File: src/rtl/pe8_sched_pkg.sv
// pe8_sched_pkg: shared types and constants for the PE8 job sequencer.
// No ports; exports state_t, mode codes, EN_FULL, slot/result counts.
package pe8_sched_pkg;

   localparam int DEF_N   = 32;
   localparam int DEF_Q   = 19;
   localparam int DEF_LAT = 4;

   localparam int E8     = 10;
   localparam int NSLOT  = 14;
   localparam int NRES   = 7;
   localparam int NSPLIT = 9;

   // FULL jobs drive only slots 0..7; 8..13 are forced to zero.
   localparam int NFULL  = 8;

   localparam logic MODE_SPLIT = 1'b0;
   localparam logic MODE_FULL  = 1'b1;

   localparam logic [E8-1:0] EN_FULL = 10'b1000000000;

   typedef enum logic [1:0] {
      IDLE = 2'd0,
      RUN  = 2'd1,
      HOLD = 2'd2
   } state_t;

   // Width of a down-counter that must hold lat-1.
   function automatic int cnt_width(input int lat);
      return (lat > 1) ? $clog2(lat) : 1;
   endfunction

endpackage

File: src/rtl/pe8_operand_bank.sv
// pe8_operand_bank: 14-entry (in, w) register file, async clear, one write port.
// Ports: clk, rst, wr_en/wr_idx/wr_in/wr_w write port; rd_in/rd_w flat read-all.
module pe8_operand_bank
   import pe8_sched_pkg::*;
#(
   parameter int N = DEF_N
) (
   input  logic               clk,
   input  logic               rst,
   input  logic               wr_en,
   input  logic [3:0]         wr_idx,
   input  logic [N-1:0]       wr_in,
   input  logic [N-1:0]       wr_w,
   output logic [NSLOT*N-1:0] rd_in,
   output logic [NSLOT*N-1:0] rd_w
);

   logic [N-1:0] in_q [NSLOT];
   logic [N-1:0] w_q  [NSLOT];

   always_ff @(posedge clk or posedge rst) begin
      if (rst) begin
         for (int k = 0; k < NSLOT; k++) begin
            in_q[k] <= '0;
            w_q[k]  <= '0;
         end
      end else if (wr_en) begin
         for (int k = 0; k < NSLOT; k++) begin
            if (wr_idx == 4'(k)) begin
               in_q[k] <= wr_in;
               w_q[k]  <= wr_w;
            end
         end
      end
   end

   always_comb begin
      rd_in = '0;
      rd_w  = '0;
      for (int k = 0; k < NSLOT; k++) begin
         rd_in[k*N +: N] = in_q[k];
         rd_w[k*N +: N]  = w_q[k];
      end
   end

endmodule

File: src/rtl/pe8_sched.sv
// pe8_sched: loads operands, issues FULL/SPLIT jobs to one PE8, returns results.
// Ports: ld_* load port, cmd_* job port, pe_* engine buses, res_* result port, cfg_err.
module pe8_sched
   import pe8_sched_pkg::*;
#(
   parameter int N   = DEF_N,
   parameter int LAT = DEF_LAT
) (
   input  logic               clk,
   input  logic               rst,
   input  logic               ld_valid,
   output logic               ld_ready,
   input  logic [3:0]         ld_idx,
   input  logic [N-1:0]       ld_in,
   input  logic [N-1:0]       ld_w,
   input  logic               cmd_valid,
   output logic               cmd_ready,
   input  logic               cmd_mode,
   input  logic [NSPLIT-1:0]  cmd_en,
   output logic [NSLOT*N-1:0] pe_in,
   output logic [NSLOT*N-1:0] pe_w,
   output logic [E8-1:0]      pe_en,
   input  logic [NRES*N-1:0]  pe_res,
   output logic               res_valid,
   input  logic               res_ready,
   output logic [NRES*N-1:0]  res_data,
   output logic               res_err,
   output logic               cfg_err
);

   localparam int CW = cnt_width(LAT);

   state_t state_q;
   state_t state_d;

   logic [CW-1:0]      cnt_q;
   logic               ld_fire;
   logic               cmd_fire;
   logic               res_fire;
   logic               wr_en;
   logic               rej;
   logic               cnt_zero;
   logic [NSLOT*N-1:0] bank_in;
   logic [NSLOT*N-1:0] bank_w;
   logic [NSLOT*N-1:0] job_in;
   logic [NSLOT*N-1:0] job_w;
   logic [E8-1:0]      job_en;

   assign ld_fire  = ld_valid & ld_ready;
   assign cmd_fire = cmd_valid & cmd_ready;
   assign res_fire = res_valid & res_ready;
   assign wr_en    = ld_fire && (ld_idx < 4'(NSLOT));
   assign rej      = (cmd_mode == MODE_SPLIT) && (cmd_en == '0);
   assign cnt_zero = (cnt_q == '0);

   pe8_operand_bank #(
      .N (N)
   ) u_bank (
      .clk    (clk),
      .rst    (rst),
      .wr_en  (wr_en),
      .wr_idx (ld_idx),
      .wr_in  (ld_in),
      .wr_w   (ld_w),
      .rd_in  (bank_in),
      .rd_w   (bank_w)
   );

   // A load in the accept cycle lands in the bank on the same edge,
   // so the job buses take the incoming word directly.
   always_comb begin
      job_in = bank_in;
      job_w  = bank_w;
      for (int k = 0; k < NSLOT; k++) begin
         if (wr_en && (ld_idx == 4'(k))) begin
            job_in[k*N +: N] = ld_in;
            job_w[k*N +: N]  = ld_w;
         end
         if ((cmd_mode == MODE_FULL) && (k >= NFULL)) begin
            job_in[k*N +: N] = '0;
            job_w[k*N +: N]  = '0;
         end
      end
   end

   always_comb begin
      job_en = {1'b0, cmd_en};
      if (cmd_mode == MODE_FULL) begin
         job_en = EN_FULL;
      end
   end

   always_ff @(posedge clk or posedge rst) begin
      if (rst) begin
         state_q <= IDLE;
      end else begin
         state_q <= state_d;
      end
   end

   always_comb begin
      state_d = state_q;
      unique case (state_q)
         IDLE: begin
            if (cmd_fire) begin
               state_d = rej ? HOLD : RUN;
            end
         end
         RUN: begin
            if (cnt_zero) begin
               state_d = HOLD;
            end
         end
         HOLD: begin
            if (res_ready) begin
               state_d = IDLE;
            end
         end
         default: state_d = IDLE;
      endcase
   end

   always_comb begin
      ld_ready  = 1'b0;
      cmd_ready = 1'b0;
      unique case (1'b1)
         (state_q == IDLE): begin
            ld_ready  = 1'b1;
            cmd_ready = 1'b1;
         end
         default: begin
            ld_ready  = 1'b0;
            cmd_ready = 1'b0;
         end
      endcase
   end

   always_ff @(posedge clk or posedge rst) begin
      if (rst) begin
         cnt_q     <= '0;
         pe_in     <= '0;
         pe_w      <= '0;
         pe_en     <= '0;
         res_valid <= 1'b0;
         res_data  <= '0;
         res_err   <= 1'b0;
         cfg_err   <= 1'b0;
      end else begin
         if (ld_fire && !wr_en) begin
            cfg_err <= 1'b1;
         end
         unique case (state_q)
            IDLE: begin
               if (cmd_fire && rej) begin
                  // Rejected job: no engine run, empty error result.
                  res_valid <= 1'b1;
                  res_err   <= 1'b1;
                  res_data  <= '0;
               end else if (cmd_fire) begin
                  pe_in <= job_in;
                  pe_w  <= job_w;
                  pe_en <= job_en;
                  cnt_q <= CW'(LAT - 1);
               end
            end
            RUN: begin
               if (cnt_zero) begin
                  res_data  <= pe_res;
                  res_valid <= 1'b1;
                  res_err   <= 1'b0;
               end else begin
                  cnt_q <= cnt_q - 1'b1;
               end
            end
            HOLD: begin
               if (res_fire) begin
                  res_valid <= 1'b0;
                  pe_en     <= '0;
               end
            end
            default: begin
               res_valid <= 1'b0;
            end
         endcase
      end
   end

endmodule

File: config.mk
export PLATFORM = sky130hd
export DESIGN_NAME = pe8_sched
export DESIGN_NICKNAME = d
export VERILOG_FILES = /design/src/rtl/pe8_sched_pkg.sv /design/src/rtl/pe8_operand_bank.sv /design/src/rtl/pe8_sched.sv
export SDC_FILE = /design/constraint.sdc
export NUM_CORES = 2
export LEC_CHECK = 0
export CORE_AREA = 2 2 557 559
export DETAILED_ROUTE_END_ITERATION = 8
export DIE_AREA = 0 0 559 561
export GPL_ROUTABILITY_DRIVEN = 0
export HOLD_SLACK_MARGIN = 0.03
export SLEW_MARGIN = 40
export SYNTH_ARGS = -nofsm -noshare
export SYNTH_HDL_FRONTEND = slang
export SYNTH_SLANG_ARGS = --single-unit
File: constraint.sdc
create_clock -name clk -period 79.4 [get_ports clk]
set_clock_uncertainty 0.15 [all_clocks]
set_input_delay 23.82 -clock clk [delete_from_list [all_inputs] [get_ports clk]]
set_output_delay 23.82 -clock clk [all_outputs]
set_load 0.1 [all_outputs]
Word level (Yosys, flattened, before mapping)
Cells that the tools add are included.

Reductions and logical operators: 45. Bitwise operators: 5. Muxes and demuxes: 64. $add $sub $neg: 1. $lt $le $gt $ge: 1. Equal/unequal tests: 22.

Operators by type and width (count): 32-bit 2-to-1 mux (40); 224-bit 2-to-1 mux (2); 224-bit case mux with 2 select lines (1); 10-bit 2-to-1 mux (4); 2-bit AND reduction (14); 4-bit equality test, second input constant (6); 10-bit case mux with 2 select lines (1); 1-bit logical AND (18); 4-bit by 3-bit equality test with 1-bit output, second input constant (4); 2-bit 2-to-1 mux (7); 2-bit inequality test, second input constant (6); 3-bit AND reduction (4); 9-bit zero test (1); 4-bit by 2-bit equality test with 1-bit output, second input constant (2); 4-bit AND reduction (2); 2-bit case mux with 3 select lines (1); 1-bit 2-to-1 mux (5); 4-bit by 1-bit equality test with 1-bit output, second input constant (1); 2-bit zero test (2); 4-bit zero test (1); 4-bit less-than comparator, second input constant (1); 2-bit case mux with 2 select lines (1); 2-bit nonzero test (2); 1-bit bitwise AND (3); other kinds (8) (9).

Flip-flop bits (word level): 2033. Input bits: 307.

Logic depth before layout (Yosys ltp)
Word-level depth: 7. Depth in mapped cells: 10. Depth with buffers taken out: 6.

Modules after synthesis
From an unflattened synthesis, not the netlist that was laid out.

Cell total of the unflattened synthesis: 6568. Area total of the unflattened synthesis: 84956.5 um^2.

Modules (own cells, without submodules): pe8_sched (times used 1, sequential area each 28452.3 um^2, cells each 4599, area an instance 51035.2 um^2); pe8_operand_bank (times used 1, sequential area each 22421.5 um^2, cells each 1969, area an instance 33921.3 um^2).

Least setup slack after synthesis
Ideal clock, no wire load.

Kind: register -> output. From: register state_q[0]. To: output ld_ready. Path slack: 52809 ps. Buffers on the path: 3. Arrival: 2621 ps. Stages on the path, launching flop included: 5. Cell sequence: dfrtp_1 > buf_6 > clkbuf_1 > nor2_1 > buf_4.

Cells in the longest elaborated chain, start to end: 2.

Ends and longest elaborated chain: start: declaration (RTL line pe8_sched.sv:33) `state_t state_q;`; start signal: assignment (RTL line pe8_sched.sv:97) `state_q <= state_d;`; 2-bit zero test (RTL line pe8_sched.sv:127) `(state_q == IDLE): begin`; 1-bit 2-to-1 mux; end: declaration (RTL line pe8_sched.sv:12) `output logic ld_ready,`.

No other way between the ends.

==> results summary <==
Entering global routing, the biggest net connects approximately 170 pins. The floorplan step defined a core boundary enclosing between 300000 and 400000 um2. The most used flip-flop cell after synthesis is sky130_fd_sc_hd__dfrtp_1.

The per-instance average area after synthesis came out at approximately 14 um2. In this run the count of I/O pins placed on the die edge is about 1400. The number of iterations in the first detailed-routing pass came out at 5. The number of vias per cell after detailed routing is between 4 and 5.

The post-route netlist has approximately 46% of its cells at a drive strength greater than 1. The reg2reg setup slack is roughly 75000 ps. The worst setup path is captured at an async pin. The vertical die dimension is 561 um. The combined area of all synthesized cells came out at 81100 um2. The number of buffers inserted during clock tree synthesis came out at 224. The count of different cell masters after synthesis came out at 51.

The async set-reset flop share out of synthesis came out at between 90% and 100%. The die is 559 um wide. The total of warnings raised by yosys is 0. For the worst setup path, the data arrival time is approximately 29000 ps. The die outline area is roughly 310000 um2. The startpoint type of the worst setup path is an input pin. The sequential share of the synthesized area is 62.8%. Clock-pin slew was measured on the worst setup and hold paths at ~60 ps. The global-route wire length before repair came out at 429000 um. The via count of the first global-routing pass is between 50000 and 60000. The number of enable flip-flop cells after synthesis is 0. The worst register-to-register path ends at pe_in[231].

The startpoint of the most critical register-to-register path is state_q[0]. For this design, the slowest cell found on the critical path is sky130_fd_sc_hd__buf_4. The adder and majority cell fraction of the synthesized area came out at 0.0154%.

The worst hold path terminates at cfg_err. By count the netlist is led by 2033 x sky130_fd_sc_hd__dfrtp_1, 1135 x sky130_fd_sc_hd__mux2_2, 276 x sky130_fd_sc_hd__and2_1. The cell sitting at the root of the clock tree is a sky130_fd_sc_hd__clkbuf_16. After synthesis, the largest family of logic cells by area is multiplexers. The worst hold path begins at cfg_err.

Synthesis handed over a netlist of 5643 instances. The TritonCTS clock tree is yes. The summed negative setup slack over all endpoints came out at 0 ps. The launching element of the worst setup path is rst.

The number of cells traversed by the worst hold path came out at 1. The simple-gate share of the synthesized area is roughly 4.6%. The depth of the worst register-to-register path is 8. The quantity of I/O buffers inserted on ports is 1441.

The share of the clock period used by the worst path after layout is a little over a third. The vias after detailed routing came out at roughly 53000. Ranked by total cell area, the synthesized netlist is headed by sky130_fd_sc_hd__dfrtp_1 63%, sky130_fd_sc_hd__mux2_2 16%, sky130_fd_sc_hd__mux2_4 4.6%, sky130_fd_sc_hd__a22o_1 2.4%, sky130_fd_sc_hd__a31o_2 2.4%. The effective utilization at floorplan came out at between 20% and 30%. The path type of the worst min-delay path is reg -> reg. The total overflow left after global routing is 0.

sky130_fd_sc_hd__dfrtp_1 is the most common cell in the netlist. Synthesis inferred 2033 register bits. The number of max-slew violations in the final report is 0.

The number of endpoints with negative hold slack in the final report is 0. The required arrival time at the worst endpoint is roughly 80000 ps. The count of nets left with antenna violations once routing finished came out at 0. The share of the synthesized area in the top cell type is about 63%. The smallest clock period supported by the final layout is computed as approximately 28000 ps. The post-cts resize count came out at 0. For this block, the initial DRC count from the detailed router was around 4000. The number of nets in the final layout is ~7300. The headroom to the max-slew limit is between 40% and 50%. The flow ran to the end, and the final reports show no timing, DRC or antenna violations. Global routing used a little under a fifth of the available tracks across all layers. The count of standard-cell rows is 204. The portion of netlist area occupied by mux cells is a little over a fifth.

After detailed routing, the average wire length per cell comes to approximately 27 um. The filler cell count is between 30000 and 40000. After Yosys synthesis, XOR and XNOR cells account for 0% of the synthesized area. The slew at the pin closest to its max-slew limit came out at ~880 ps. The number of antenna violations at the first check in global routing is between 40 and 50. The maximum net fanout on the critical path is 86. On the worst path, the slowest cell contributes a delay of slightly above 700 ps. The instance area after placement came out at between 90000 and 100000 um2. The number of levels in the clock H-tree is 4. Buffers added to address setup during post-CTS repair amount to 0. The maximum clock rate is roughly 36 MHz. The insertion delay of the later-clocked pin in the worst-skew pair is around 900 ps. Hold repair after CTS inserted 0 buffers. The number of remaining DRC errors is 0. The critical path class is in -> async.

The max-cap violation count came out at 0. The worst hold-check slack came out at between 300 and 400 ps. Summing the areas of all compound-gate instances in the mapped netlist gives ~8.1% of the synthesized area. Setup repair after global routing left no endpoint under its margin. The library cell occupying the most area in the post-synthesis netlist is sky130_fd_sc_hd__dfrtp_1. Synthesis produced a netlist with a net count of slightly below 6000. The signed area change from the synthesized netlist to the final layout came out at 26.4%.

The signal on the critical path passes through clkdlybuf4s50_1 > clkinvlp_4 > buf_16 > buf_6 > buf_4 > buf_4 > buf_6 > clkbuf_8 > clkbuf_8. The number of sinks driven by the clock tree came out at 2033. Setup violations remaining at the end of the flow were counted as 0. The half-perimeter wire length of the detailed placement result is about 210000 um. In this run the deepest clock path goes through 4 buffers. The post-route cell area is 102000 um2.

Summed over all layers, the routed wires come to about 300000 um.
cells in the final DEF (no fill, tap or decap), types with 3 or more instances in the layout:
cell type,count
sky130_fd_sc_hd__clkinvlp_4,9
sky130_fd_sc_hd__a31o_1,161
sky130_fd_sc_hd__inv_1,238
sky130_fd_sc_hd__clkinv_4,3
sky130_fd_sc_hd__mux2i_1,10
sky130_fd_sc_hd__nand2_8,5
sky130_fd_sc_hd__nor2_1,6
sky130_fd_sc_hd__a31o_2,223
sky130_fd_sc_hd__buf_2,1059
sky130_fd_sc_hd__clkinv_16,6
sky130_fd_sc_hd__bufinv_16,24
sky130_fd_sc_hd__clkbuf_8,50
sky130_fd_sc_hd__mux2_2,1135
sky130_fd_sc_hd__clkinv_2,29
sky130_fd_sc_hd__and2_0,109
sky130_fd_sc_hd__buf_4,180
sky130_fd_sc_hd__o21ai_0,228
sky130_fd_sc_hd__a22o_1,224
sky130_fd_sc_hd__clkbuf_1,57
sky130_fd_sc_hd__nand2_1,236
sky130_fd_sc_hd__diode_2,20
sky130_fd_sc_hd__clkbuf_16,225
sky130_fd_sc_hd__and2_1,276
sky130_fd_sc_hd__mux2_1,26
sky130_fd_sc_hd__buf_12,19
sky130_fd_sc_hd__buf_16,10
sky130_fd_sc_hd__nand3_4,4
sky130_fd_sc_hd__dfrtp_1,2032
sky130_fd_sc_hd__buf_6,27
sky130_fd_sc_hd__clkdlybuf4s50_1,279
sky130_fd_sc_hd__mux2_4,248
final cells by class:
type	instances	area, um2	area share (%)
Sequential cell	2033	50900	49.7
Multi-Input combinational cell	2928	27300	26.6
Timing Repair Buffer	1578	10500	10.2
Clock buffer	329	6490	6.34
Tap cell	4120	5150	5.03
Clock inverter	75	1200	1.17
Inverter	240	912	0.890
Antenna cell	20	50.0	0.0489
through the flow:
stage                     worst slack [ps]  utilization, %  std cells
after floorplan                      27200               -       5643
after global placement               48810            32.3      10900
after detailed placement             50000            30.7      10900
after CTS                            50950            33.2      11300
after global routing                 50580            33.3      11300
final                                51270            33.3      11300
how the worst max path moves through the flow:
stage          cells after the start   endpoint  slack, ps
2_1_floorplan                      1    cfg_err      27200
3_3_place_gp                       8  pe_w[259]      48810
3_5_place_dp                       9  pe_w[416]      50000
4_1_cts                            9   pe_in[5]      50950
5_1_grt                            9  pe_w[265]      50580
6_report                           9  pe_w[265]      51270
cell families (layout without fill, tap and decap cells):
group                      count (synthesis)  in the layout
DFF                                     2033           2033
muxes                                   1419           1419
AOI/OAI and AO/OA                        846            846
buffers and inverters                    682           2222
and+or+nand+nor                          662            662
adders and majority gates                  1              1
other                                      0             20
worst max-delay path, delay by kind of cell:
| family | cells | cell delay (ps) |
|---|---|---|
| buffers and inverters | 9 | 4810 |
registers in the layout, summed over array words and instances (netlist names):
signal and flops:
pe_in 448, pe_w 448, u_bank.rd_in 448, u_bank.rd_w 448
res_data 224, pe_en 10, cnt_q 2, state_q 2
cfg_err 1, res_err 1, res_valid 1
layer usage:
layer / vias to the layer above / wire length [um] / track usage [%]
li1: 22400 / - / -
met1: 28400 / 135000 / 25.5
met2: 2024 / 133000 / 28.1
met3: 432 / 27200 / 6.39
met4: 24 / 9890 / 6.03
met5: - / 149 / 0
Power is left out: the tool's default activity adds up to more than one toggle a clock period on the data nets, which glitch-free logic cannot reach.
